[src/rtl/jtgng_romload_pkg.sv]
// Shared definitions for the ROM download producer: FSM state encoding and
// the default image size for Ghosts'n Goblins.
package jtgng_romload_pkg;

    typedef enum logic [1:0] {
        IDLE  = 2'd0,
        LOAD  = 2'd1,
        DRAIN = 2'd2,
        DONE  = 2'd3
    } dl_state_t;

    // Complete GnG ROM image, in bytes.
    localparam int unsigned GNG_ROM_SIZE = 32'h0004_8000;

endpackage

[src/rtl/jtgng_romload_fifo.sv]
// Small register-based byte FIFO between the host handshake and the
// ROM write engine.
//   clk    : system clock
//   rst_n  : asynchronous active-low clear
//   clr    : synchronous clear (start of a new download)
//   push   : write din (ignored when full)
//   din    : byte in
//   pop    : advance read pointer (ignored when empty)
//   dout   : byte at the head of the FIFO (valid when !empty)
//   full   : DEPTH bytes held
//   empty  : no bytes held
//   level  : current occupancy, 0..DEPTH
module jtgng_romload_fifo #(
    parameter int unsigned DEPTH = 4
) (
    input  logic                     clk,
    input  logic                     rst_n,
    input  logic                     clr,
    input  logic                     push,
    input  logic [7:0]               din,
    input  logic                     pop,
    output logic [7:0]               dout,
    output logic                     full,
    output logic                     empty,
    output logic [$clog2(DEPTH):0]   level
);

    localparam int unsigned PTR_W = $clog2(DEPTH);
    localparam int unsigned LVL_W = PTR_W + 1;
    localparam logic [LVL_W-1:0] LVL_MAX = LVL_W'(DEPTH);

    logic [7:0]       mem [DEPTH];
    logic [PTR_W-1:0] wr_ptr;
    logic [PTR_W-1:0] rd_ptr;
    logic             do_push;
    logic             do_pop;

    assign do_push = push && !full;
    assign do_pop  = pop && !empty;
    assign full    = (level == LVL_MAX);
    assign empty   = (level == '0);
    assign dout    = mem[rd_ptr];

    always_ff @(posedge clk) begin
        if (do_push) mem[wr_ptr] <= din;
    end

    // Pointers wrap naturally because DEPTH is a power of two.
    always_ff @(posedge clk or negedge rst_n) begin
        if (!rst_n) begin
            wr_ptr <= '0;
            rd_ptr <= '0;
            level  <= '0;
        end else if (clr) begin
            wr_ptr <= '0;
            rd_ptr <= '0;
            level  <= '0;
        end else begin
            if (do_push) wr_ptr <= wr_ptr + 1'b1;
            if (do_pop)  rd_ptr <= rd_ptr + 1'b1;
            case ({do_push, do_pop})
                2'b10:   level <= level + 1'b1;
                2'b01:   level <= level - 1'b1;
                default: level <= level;
            endcase
        end
    end

endmodule

[src/rtl/jtgng_romload_tx.sv]
// Producer side of the ROM download path. Accepts host bytes over a
// valid/ready handshake, buffers them, and paces them out as ROM loader
// write strobes with sequential addresses from 0.
//   clk, rst_n    : system clock, asynchronous active-low reset
//   dl_start      : pulse, begins a download (IDLE/DONE only)
//   dl_end        : pulse, host end of stream (LOAD only)
//   dl_valid/data : host byte stream
//   dl_ready      : byte accepted when dl_valid & dl_ready
//   romload_wr    : one-cycle write strobe with romload_addr/romload_data
//   downloading   : high from LOAD through DRAIN
//   dl_done       : one-cycle pulse on entry to DONE
//   dl_short      : sticky, image ended before ROM_SIZE bytes
module jtgng_romload_tx
    import jtgng_romload_pkg::*;
#(
    parameter int unsigned ADDR_W     = 19,
    parameter int unsigned ROM_SIZE   = GNG_ROM_SIZE,
    parameter int unsigned FIFO_DEPTH = 4,
    parameter int unsigned WR_GAP     = 4
) (
    input  logic              clk,
    input  logic              rst_n,
    input  logic              dl_start,
    input  logic              dl_end,
    input  logic              dl_valid,
    input  logic [7:0]        dl_data,
    output logic              dl_ready,
    output logic              romload_wr,
    output logic [ADDR_W-1:0] romload_addr,
    output logic [7:0]        romload_data,
    output logic              downloading,
    output logic              dl_done,
    output logic              dl_short
);

    localparam int unsigned CNT_W = ADDR_W + 1;
    localparam int unsigned LVL_W = $clog2(FIFO_DEPTH) + 1;
    localparam int unsigned GAP_W = (WR_GAP > 1) ? $clog2(WR_GAP) : 1;
    localparam logic [CNT_W-1:0] ROM_LIMIT  = CNT_W'(ROM_SIZE);
    localparam logic [LVL_W-1:0] FIFO_LIMIT = LVL_W'(FIFO_DEPTH);
    localparam logic [GAP_W-1:0] GAP_LOAD   = GAP_W'(WR_GAP - 1);

    dl_state_t         state, state_nx;
    logic [CNT_W-1:0]  acc_cnt, acc_nx;
    logic [GAP_W-1:0]  gap_cnt, gap_nx;
    logic [ADDR_W-1:0] wr_addr;
    logic [LVL_W-1:0]  fifo_level, level_nx;
    logic [7:0]        fifo_dout;
    logic              fifo_full, fifo_empty;
    logic              push, pop, start, set_short, ready_nx;

    jtgng_romload_fifo #(
        .DEPTH (FIFO_DEPTH)
    ) u_fifo (
        .clk   (clk),
        .rst_n (rst_n),
        .clr   (start),
        .push  (push),
        .din   (dl_data),
        .pop   (pop),
        .dout  (fifo_dout),
        .full  (fifo_full),
        .empty (fifo_empty),
        .level (fifo_level)
    );

    // dl_ready is registered, so it is computed from next-cycle occupancy
    // and count to match the combinational !full && acc_cnt < ROM_SIZE rule.
    always_comb begin
        state_nx  = state;
        start     = 1'b0;
        set_short = 1'b0;
        push      = dl_valid && dl_ready;
        pop       = (state == LOAD || state == DRAIN) && !fifo_empty && (gap_cnt == '0);
        acc_nx    = acc_cnt + CNT_W'(push);
        level_nx  = fifo_level + LVL_W'(push) - LVL_W'(pop);

        case (state)
            IDLE, DONE: begin
                if (dl_start) begin
                    state_nx = LOAD;
                    start    = 1'b1;
                end
            end
            LOAD: begin
                if (acc_nx == ROM_LIMIT) begin
                    state_nx = DRAIN;
                end else if (dl_end) begin
                    state_nx  = DRAIN;
                    set_short = 1'b1;
                end
            end
            DRAIN: begin
                if (fifo_empty && gap_cnt == '0) state_nx = DONE;
            end
            default: state_nx = IDLE;
        endcase

        if (start) begin
            acc_nx   = '0;
            level_nx = '0;
        end

        if (pop)                gap_nx = GAP_LOAD;
        else if (gap_cnt != '0) gap_nx = gap_cnt - 1'b1;
        else                    gap_nx = '0;

        ready_nx = (state_nx == LOAD) && (level_nx < FIFO_LIMIT) && (acc_nx < ROM_LIMIT);
    end

    always_ff @(posedge clk or negedge rst_n) begin
        if (!rst_n) begin
            state        <= IDLE;
            acc_cnt      <= '0;
            gap_cnt      <= '0;
            wr_addr      <= '0;
            dl_ready     <= 1'b0;
            romload_wr   <= 1'b0;
            romload_addr <= '0;
            romload_data <= '0;
            downloading  <= 1'b0;
            dl_done      <= 1'b0;
            dl_short     <= 1'b0;
        end else begin
            state       <= state_nx;
            acc_cnt     <= acc_nx;
            gap_cnt     <= gap_nx;
            wr_addr     <= start ? '0 : wr_addr + ADDR_W'(pop);
            romload_wr  <= pop;
            if (pop) begin
                romload_addr <= wr_addr;
                romload_data <= fifo_dout;
            end
            dl_ready    <= ready_nx;
            downloading <= (state_nx == LOAD) || (state_nx == DRAIN);
            dl_done     <= (state_nx == DONE) && (state != DONE);
            if (start)          dl_short <= 1'b0;
            else if (set_short) dl_short <= 1'b1;
        end
    end

endmodule

[config.mk]
export PLATFORM = sky130hd
export DESIGN_NAME = jtgng_romload_tx
export DESIGN_NICKNAME = d
export VERILOG_FILES = /design/src/rtl/jtgng_romload_pkg.sv /design/src/rtl/jtgng_romload_fifo.sv /design/src/rtl/jtgng_romload_tx.sv
export SDC_FILE = /design/constraint.sdc
export NUM_CORES = 1
export LEC_CHECK = 0
export BUFFER_PORTS_ARGS = -buffer_cell sky130_fd_sc_hd__buf_2
export CAP_MARGIN = 0
export CORE_MARGIN = 3
export CORE_UTILIZATION = 60
export CTS_CLUSTER_DIAMETER = 150
export DETAILED_ROUTE_END_ITERATION = 8
export PLACE_DENSITY_LB_ADDON = 0.3
export SLEW_MARGIN = 30
export SYNTH_ARGS = -nofsm -noshare
export SYNTH_HDL_FRONTEND = slang
export SYNTH_HIERARCHICAL = 1
export SYNTH_SLANG_ARGS = --single-unit
[constraint.sdc]
create_clock -name clk -period 4.45 [get_ports clk]
set_clock_uncertainty 0.1 [all_clocks]
set_input_delay 0.89 -clock clk [delete_from_list [all_inputs] [get_ports clk]]
set_output_delay 0.89 -clock clk [all_outputs]
set_load 0.005 [all_outputs]
==> qor.yml <==
timing.fmax_ghz: 0.279
layout_common_cells: "dfrtp_1 (82), buf_2 (43), nor2_1 (42), edfxtp_1 (32), mux2_2 (27)"
cp-end-kind: "flop"
cts_hold_buf: 0
crit_fanout: 6
synth_flop_cell: "dfrtp_1"
gp_congestion: 0.836
outcome: "completed"
rsz0062_at_grt: "no"
drc: 0
pin_count: 45
timing.final.ws_setup_ns: 0.872
overflow: 0
die_height_um: 101
ys_warn_count: 6
drt_pass1_iterations: 4
hold_path.class: "in2async"
antenna_found_initial: 0
drv_cap: 0
hold_violations: 0
core-area_um2: 8760
leakage_nw: 2.63
grt_pass1_vias: 3812
syn_area_um2: 5450
synth_top_area_share_pct: 37.6
antenna_left: 0
synth_edf_count: 32
row_count: 34
die_w_um: 101
whs_ns: 0.308
clkSinkCount: 114
initial_core_util_pct: 62.2
ir_drop_v: 0.000394
grt_usage_pct: 23.3
dieArea_um2: 10300
synth_cell_types: 65
drt-total-wl_um: 10700
synth-seq-cells: 114
syn_inst: 450
final.period_utilization_pct: 80.4
post_cts_resized: 0
layout_commonest_cell: "dfrtp_1"
numCtsBuffers: 17
post_cts_buffers: 0
grt_max_degree: 83
critical_path_required_ns: 4.74
place_ws_ns: 0.444
synth_nets: 479
grt_first_pass_wirelength_um: 18600
p_total_mw: 3.39
yosys.area.top_type: "dfrtp_1"
worstSetupStartpoint: "dl_valid"
min_period_ns: 3.58
slew_headroom_pct: 50.9
cts_tree: "built"
synth.top_cells.by_area: "dfrtp_1 (38%), edfxtp_1 (18%), mux2_2 (5.6%)"
wire_per_inst_um: 17.4
antenna_cells: 0
dr_total_vias: 3644
fin_tns_setup_ns: 0
port_buffers: 44
async_flop_share_pct: 71.9
hpwl_um: 6760
worst_setup_path_start_kind: "primary input"
clock_path_buffers: 2
setup_viol: 0
path_clk_slew_ns: 0.06
htreeDepth: 4
slew_viol_final: 0
viasPerCell: 5.95
clkLatencyLatePin_ns: 0.51
layout-drive-gt1-share_pct: 27.2
power_density_nw_per_um2: 539
arrival_ns: 3.87
cts-root-buf: "clkbuf_8"
tightest_slew_ns: 0.736
fin_nets: 520
synth-seq-area-share_pct: 55.2
r2r-start: "dl_ready"
avgSynthCellArea_um2: 12.1
worstSetupPathType: "in2reg"
drt_iter0_markers: 255
area_delta_synth_final_pct: 15.1
-- where the power goes --
part           leakage [nW]  switching [mW]  internal (mW)
clock network         0.274           0.494          0.800
logic                 0.988           0.364          0.339
registers              1.37           0.113           1.28
total                  2.63           0.971           2.42
-- path summary, 6_finish.rpt --
| check | to | slack (ns) | depth (start not counted) |
|---|---|---|---|
| worst max-delay path | dl_ready | 0.87 | 13 |
| worst min-delay path | romload_data[5] | 0.31 | 1 |
| worst max register to register | dl_ready | 0.91 | 12 |
| worst min register to register | romload_addr[18] | 0.40 | 1 |
| max in group asynchronous | u_fifo/rd_ptr[1] | 3.43 | 1 |
| min in group clk | romload_addr[18] | 0.40 | 1 |
-- worst max-delay path, cell delays in order --
cell      delay [ns]
buf_2           0.07
and2_1          0.14
ha_1            0.22
ha_1            0.28
nand4_1         0.31
nor4_2          0.57
mux2i_1         0.18
nand2_1         0.11
nor4_2          0.06
o31ai_1         0.40
ha_1            0.23
o21ai_0         0.10
a311oi_1        0.30
-- kinds of logic after synthesis --
| kind of cell | after synthesis | share of synthesized area (%) |
|---|---|---|
| XOR/XNOR | 35 | 5.62 |
| adder cells (fa/ha/maj) | 16 | 3.81 |
| multiplexers | 37 | 9.31 |
| buffers and inverters | 40 | 3.58 |
| AO/OA/AOI/OAI | 53 | 6.29 |
| AND/OR/NAND/NOR | 155 | 16.2 |
| flip-flops | 114 | 55.2 |
-- routing by layer --
metal	vias up	part of all wire, %	track usage [%]
met3	9	4.9	5.85
met5	-	0	0
met4	0	0.84	6.95
met2	109	52	38.4
met1	1813	43	30.8
li1	1713	-	-
-- cell type report --
cell class                      instances  area, um2
Multi-Input combinational cell        296       2250
Fill cell                             608       2480
Tap cell                              108        135
Clock buffer                           17        414
Clock inverter                         15        154
Sequential cell                       114       3010
Inverter                               15       61.3
Timing Repair Buffer                   47        249
-- per-stage QoR --
| step | area, um2 | util [%] | cells |
|---|---|---|---|
| global placement | 5710 | 65.1 | 580 |
| detailed placement | 5710 | 65.2 | 580 |
| finish | 6280 | 71.7 | 612 |
| global route | 6280 | 71.7 | 612 |
| floorplan | 5450 | - | 450 |
| CTS | 6280 | 71.7 | 612 |
-- cells in the mapped netlist, types with 4 or more instances --
library cell and number:
a21oi_1 16, and2_1 4, and3_2 4, buf_2 7
buf_4 4, clkbuf_1 11, dfrtp_1 82, edfxtp_1 32
ha_1 15, inv_1 14, mux2_2 27, mux4_2 8
nand2_1 17, nand2b_1 6, nand3_1 19, nand4_1 13
nor2_1 42, nor2b_1 5, nor4_1 4, o21ai_0 12
or3_1 9, xnor2_1 13, xor2_1 22
-- flip-flops by register name, summed over array words and instances, names as in the netlist --
signal,flops
downloading,1
romload_wr,1
dl_short,1
gap_cnt,2
romload_addr,19
wr_addr,19
romload_data,8
state,2
dl_done,1
u_fifo/level,3
acc_cnt,20
dl_ready,1
u_fifo/rd_ptr,2
u_fifo/mem,32
u_fifo/wr_ptr,2
(Power assumes the default switching activity.)
